==> src/rtl/add_req_arbiter.sv <==
// Arbitrates queued button presses onto one shared accumulator adder.
// Optional `ADD_ARB_ROUND_ROBIN_EN selects round-robin; default is fixed priority (lowest index).
module add_req_arbiter #(
    parameter int NREQ     = 3,
    parameter int MAX_DATA = 16,
    parameter int WIDTH    = $clog2(MAX_DATA),
    parameter int PEND_W   = 2
) (
    input  logic             clk_25mhz,
    input  logic             rst,
    input  logic [NREQ-1:0]  req_i,
    input  logic             acc_ready_i,
    output logic             add_valid_o,
    output logic [WIDTH-1:0] add_amount_o,
    output logic [NREQ-1:0]  grant_o,
    output logic [NREQ-1:0]  overflow_o,
    output logic             busy_o
);

    localparam int IDX_W = (NREQ > 1) ? $clog2(NREQ) : 1;
    localparam logic [PEND_W-1:0] PEND_MAX = '1;

    if (NREQ > WIDTH) begin : g_bad_cfg
        $error("add_req_arbiter: NREQ must not exceed WIDTH");
    end

    // Handshake: an add transfers on a rising clk_25mhz edge where add_valid_o
    // and acc_ready_i are both 1; once raised, add_valid_o, grant_o and
    // add_amount_o hold until that edge. acc_ready_i is ignored while valid is 0.
    typedef enum logic {
        IDLE  = 1'b0,
        ISSUE = 1'b1
    } state_t;

    state_t            state_q, state_d;
    logic [PEND_W-1:0] pend_q [NREQ];
    logic [PEND_W-1:0] pend_d [NREQ];
    logic [NREQ-1:0]   ovf_d;
    logic [NREQ-1:0]   pend_nz;
    logic              handshake;
    logic [IDX_W-1:0]  win_idx;
    logic              win_found;
    logic [NREQ-1:0]   grant_d;
    logic [WIDTH-1:0]  amount_d;
    logic              valid_d;

    assign handshake = add_valid_o & acc_ready_i;

    always_comb begin
        for (int i = 0; i < NREQ; i++) begin
            pend_nz[i] = (pend_q[i] != '0);
        end
    end

    assign busy_o = (state_q == ISSUE) | (|pend_nz);

    // Pending counters: a press and a handshake in the same cycle cancel out,
    // so a saturated counter only loses a press when no handshake drains it.
    always_comb begin
        for (int i = 0; i < NREQ; i++) begin
            pend_d[i] = pend_q[i];
            ovf_d[i]  = overflow_o[i];
            if (req_i[i] && !(handshake && grant_o[i])) begin
                if (pend_q[i] == PEND_MAX) begin
                    ovf_d[i] = 1'b1;
                end else begin
                    pend_d[i] = pend_q[i] + 1'b1;
                end
            end else if (!req_i[i] && handshake && grant_o[i]) begin
                pend_d[i] = pend_q[i] - 1'b1;
            end
        end
    end

    always_ff @(posedge clk_25mhz) begin
        if (rst) begin
            for (int i = 0; i < NREQ; i++) begin
                pend_q[i] <= '0;
            end
            overflow_o <= '0;
        end else begin
            for (int i = 0; i < NREQ; i++) begin
                pend_q[i] <= pend_d[i];
            end
            overflow_o <= ovf_d;
        end
    end

`ifdef ADD_ARB_ROUND_ROBIN_EN
    logic [IDX_W-1:0] rr_ptr;
    logic [IDX_W-1:0] gidx_q;
    logic [IDX_W-1:0] cand;

    // Search starts just after the last granted requester; iterate the
    // offsets backwards so the nearest candidate is the one kept.
    always_comb begin
        win_idx   = '0;
        win_found = 1'b0;
        cand      = '0;
        for (int k = NREQ; k >= 1; k--) begin
            cand = IDX_W'((int'(rr_ptr) + k) % NREQ);
            if (pend_nz[cand]) begin
                win_idx   = cand;
                win_found = 1'b1;
            end
        end
    end

    always_ff @(posedge clk_25mhz) begin
        if (rst) begin
            rr_ptr <= IDX_W'(NREQ - 1);
            gidx_q <= '0;
        end else begin
            if (state_q == IDLE && win_found) begin
                gidx_q <= win_idx;
            end
            if (handshake) begin
                rr_ptr <= gidx_q;
            end
        end
    end
`else
    always_comb begin
        win_idx   = '0;
        win_found = 1'b0;
        for (int i = NREQ - 1; i >= 0; i--) begin
            if (pend_nz[i]) begin
                win_idx   = IDX_W'(i);
                win_found = 1'b1;
            end
        end
    end
`endif

    always_comb begin
        state_d  = state_q;
        grant_d  = grant_o;
        amount_d = add_amount_o;
        valid_d  = add_valid_o;
        case (state_q)
            IDLE: begin
                grant_d  = '0;
                amount_d = '0;
                valid_d  = 1'b0;
                if (win_found) begin
                    grant_d  = NREQ'(1) << win_idx;
                    amount_d = WIDTH'(1) << win_idx;
                    valid_d  = 1'b1;
                    state_d  = ISSUE;
                end
            end
            ISSUE: begin
                // Clearing after the handshake forces one idle bubble between adds.
                if (acc_ready_i) begin
                    grant_d  = '0;
                    amount_d = '0;
                    valid_d  = 1'b0;
                    state_d  = IDLE;
                end
            end
            default: begin
                grant_d  = '0;
                amount_d = '0;
                valid_d  = 1'b0;
                state_d  = IDLE;
            end
        endcase
    end

    always_ff @(posedge clk_25mhz) begin
        if (rst) begin
            state_q      <= IDLE;
            grant_o      <= '0;
            add_amount_o <= '0;
            add_valid_o  <= 1'b0;
        end else begin
            state_q      <= state_d;
            grant_o      <= grant_d;
            add_amount_o <= amount_d;
            add_valid_o  <= valid_d;
        end
    end

endmodule
==> config.mk <==
export PLATFORM = sky130hd
export DESIGN_NAME = add_req_arbiter
export DESIGN_NICKNAME = d
export VERILOG_FILES = /design/src/rtl/add_req_arbiter.sv
export SDC_FILE = /design/constraint.sdc
export NUM_CORES = 1
export LEC_CHECK = 0
export ABC_AREA = 1
export BUFFER_PORTS_ARGS = -buffer_cell sky130_fd_sc_hd__buf_2
export CAP_MARGIN = 20
export CELL_PAD_IN_SITES_DETAIL_PLACEMENT = 1
export CELL_PAD_IN_SITES_GLOBAL_PLACEMENT = 2
export CORE_UTILIZATION = 31
export CTS_BUF_LIST = sky130_fd_sc_hd__clkbuf_8
export CTS_CLUSTER_DIAMETER = 200
export DETAILED_ROUTE_END_ITERATION = 8
export PLACE_DENSITY_LB_ADDON = 0.1
export SYNTH_ARGS = -nofsm -noshare
export SYNTH_HDL_FRONTEND = slang
export SYNTH_SLANG_ARGS = --single-unit
==> constraint.sdc <==
create_clock -name clk_25mhz -period 1.2 [get_ports clk_25mhz]
set_input_delay 0.12 -clock clk_25mhz [delete_from_list [all_inputs] [get_ports clk_25mhz]]
set_output_delay 0.12 -clock clk_25mhz [all_outputs]
set_load 0.01 [all_outputs]
==> impl_metrics.env <==
export IMPL_vdd_ir_drop_max_uv=858
export IMPL_syn2layout_area_growth_pct=24.8
export IMPL_via_count=760
export IMPL_worstSkewPairLatency_ns=0.25
export IMPL_postSynthCellCount=111
export IMPL_synth_ff_type="dfxtp_1"
export IMPL_worstMarginPinSlew_ns=0.271
export IMPL_start_util_pct=33.3
export IMPL_stdcell_count=163
export IMPL_critPathRequiredTime_ns=1.08
export IMPL_synthAdderAreaFrac_pct=0
export IMPL_dp_cells=153
export IMPL_clock_path_buffers=2
export IMPL_worstReg2RegStart="pend_q[0][1]"
export IMPL_failed_checks="setup timing"
export IMPL_cts_made_buffers=3
export IMPL_layout_nets=140
export IMPL_antenna_found_initial=0
export IMPL_synth_net_count=117
export IMPL_synth_distinct_cells=20
export IMPL_ant_nets=0
export IMPL_die_width_um=53.8
export IMPL_yosysTopAreaCellShare_pct=36.1
export IMPL_crit_top_cell="nor2_4"
export IMPL_fp_dieH_um=53.8
export IMPL_cts_hold_buffers=0
export IMPL_path_cells="nor2_4 -> inv_2 -> nor2_4 -> nand3_2 -> buf_6"
export IMPL_r2r_cells=7
export IMPL_ys_ff_latch=15
export IMPL_synth_cell_area_sq_um=832
export IMPL_std_cell_rows=18
export IMPL_ys_async_sr_fraction_pct=0
export IMPL_slowest_stage="dfxtp_2"
export IMPL_synth_compound_area_share_pct=8.27
export IMPL_holdPathEnd="pend_q[0][1]"
export IMPL_worst_setup_path_start_kind="flip-flop"
export IMPL_root_buffer="clkbuf_8"
export IMPL_die_area_sq_um=2890
export IMPL_grt_pass1_vias=694
export IMPL_synth_top_family_by_area="simple AND/OR/NAND/NOR gates"
export IMPL_fmax_mhz=831
export IMPL_via_per_inst=4.66
export IMPL_cellPowerDensity_nw_per_um2=1310
export IMPL_hp_class="in2reg"
export IMPL_postRouteWirelength_um=1940
export IMPL_status="complete, but fails checks"
export IMPL_clkSlewWorstSetupHoldPaths_ns=0.07
export IMPL_synth_xor_area_share_pct=0
export IMPL_p_leak_nw=0.495
export IMPL_hold_depth=2
export IMPL_drv_cap=0
export IMPL_cts_tree="done"
export IMPL_clock_sinks=15
export IMPL_setup_viol=1
export IMPL_layout_drive_gt1_share_pct=38.3
export IMPL_hp_start="rst"
export IMPL_relSlewSlack_pct=81.9
export IMPL_rr_endpoint="state_q"
export IMPL_avgSynthCellArea_sq_um=7.50
export IMPL_fin_skew_ns=0.00558
export IMPL_finalCritPeriodShare_pct=100
export IMPL_core_area_sq_um=2500
export IMPL_finalHoldViolations=0
export IMPL_synthMuxAreaShare_pct=0
export IMPL_first_iter_violations=9
export IMPL_ys_top_cells_by_area="dfxtp_1 (36%), nand2_1 (11%), nand3_1 (8.4%)"
export IMPL_r2r_setup_slack_ns=0.09
export IMPL_crit_path_end_kind="output pin"
export IMPL_place_ws_ns=0.191
export IMPL_fin_crit_ns=1.20
export IMPL_finalWorstSetupSlack_ns=-0.00333
export IMPL_netlist_top_cells_count="nand2_1 (25), dfxtp_1 (15), nand3_1 (14), inv_1 (11), a21oi_1 (9)"
export IMPL_crit_type="reg2out"
export IMPL_synth_edf_count=0
export IMPL_rsz0062_at_grt="yes"
export IMPL_grt_max_degree=10
export IMPL_dp_hpwl_um=1500
export IMPL_grt_usage_pct=15.3
export IMPL_maxSlewViolCount=0
export IMPL_io_buffers=17
export IMPL_antenna_cells=0
export IMPL_dr_pass1_iters=4
export IMPL_yosys_area_share_simple_pct=41.5
export IMPL_overflow=0
export IMPL_arrival_ns=1.08
export IMPL_ioPinCount=18
export IMPL_yosysMostFrequentCell="nand2_1"
export IMPL_critPathMaxStageDelay_ns=0.34
export IMPL_wl_per_cell_um=11.9
export IMPL_place_congestion=0.686
export IMPL_yosysSeqAreaShare_pct=36.1
export IMPL_yosysTopAreaCell="dfxtp_1"
export IMPL_ys_warn_count=0
export IMPL_grt_pass1_wl_um=3040
export IMPL_drcViolationCount=0
export IMPL_path_max_fanout=3
export IMPL_ctsHtreeMaxLevel=1
-- repair_timing --
item,in CTS,in global routing
setup endpoints to repair,1,1
buffers inserted,5,1
pin swaps,2,2
gates cloned,0,0
resized for setup,4,3
-- placed cells by master, fill, tap and decap left out, drive strengths merged, types with 2 or more instances in the layout --
cell type  instances
dfxtp             15
clkbuf             3
a21oi             10
nand2             26
inv               15
nand3             17
clkinv             2
nor2              14
buf               24
nand4              5
-- where the power goes --
group	leakage, nW	switching, mW	internal [mW]
Combinational	0.346	0.187	0.158
Clock	0.0255	0.193	0.230
Sequential	0.124	0.0542	0.539
Total	0.495	0.435	0.927
-- layer usage --
layer,share of wire (%),GRT usage (%)
met3,2.3,3.39
met4,0.62,7.89
met1,50,20.2
met5,0,0
met2,47,22.8
-- flip-flops by register name, indices dropped and copies added, names as in the netlist --
register and count:
add_amount_o 4, add_valid_o 1, pend_q 6, overflow_o 3
state_q 1
-- area by class of cell --
type	instances	area, sq um
fill	330	1460
multi-input combinational	74	434
sequential	15	303
timing repair buffer	24	156
inverter	16	61.3
clock buffer	3	41.3
tap	30	37.5
clock inverter	1	5.00
-- cells by family (layout without fill, tap and decap cells) --
family,after synthesis,after routing
buffers and inverters,22,44
AO/OA/AOI/OAI,12,12
AND/OR/NAND/NOR,62,62
flip-flops,15,15
-- worst max-delay path: cells and delay by family (launching register included) --
| kind | cells | cell delay, ns |
|---|---|---|
| AND/OR/NAND/NOR | 3 | 0.30 |
| flip-flops | 1 | 0.34 |
| buffers and inverters | 2 | 0.18 |
-- stage by stage --
stage / hold slack [ns] / total power [mW] / cell area (sq um) / TNS, ns / utilization [%]
final: 0.148 / 1.36 / 1040 / -0.00333 / 41.5
after global routing: 0.160 / 1.44 / 1040 / -0.0624 / 41.5
after global placement: 0.422 / 0.873 / 918 / 0 / 36.7
after CTS: 0.140 / 1.37 / 1010 / -0.0247 / 40.6
after detailed placement: 0.426 / 0.881 / 918 / 0 / 36.7
after floorplan: 0.285 / 0.799 / 832 / 0 / -
-- worst max-delay path by stage --
| stage | cells after the start | start | endpoint | slack, ns |
|---|---|---|---|---|
| after detailed placement | 6 | add_valid_o | pend_q[0][3] | 0.19 |
| after global routing | 5 | pend_q[0][1] | busy_o | -0.06 |
| after floorplan | 5 | add_valid_o | overflow_o[0] | 0.20 |
| final | 5 | pend_q[0][1] | busy_o | -0.003 |
| after global placement | 6 | add_valid_o | pend_q[0][3] | 0.21 |
| after CTS | 5 | pend_q[0][0] | busy_o | -0.02 |
Note: power is estimated with default switching activity, not from simulation.
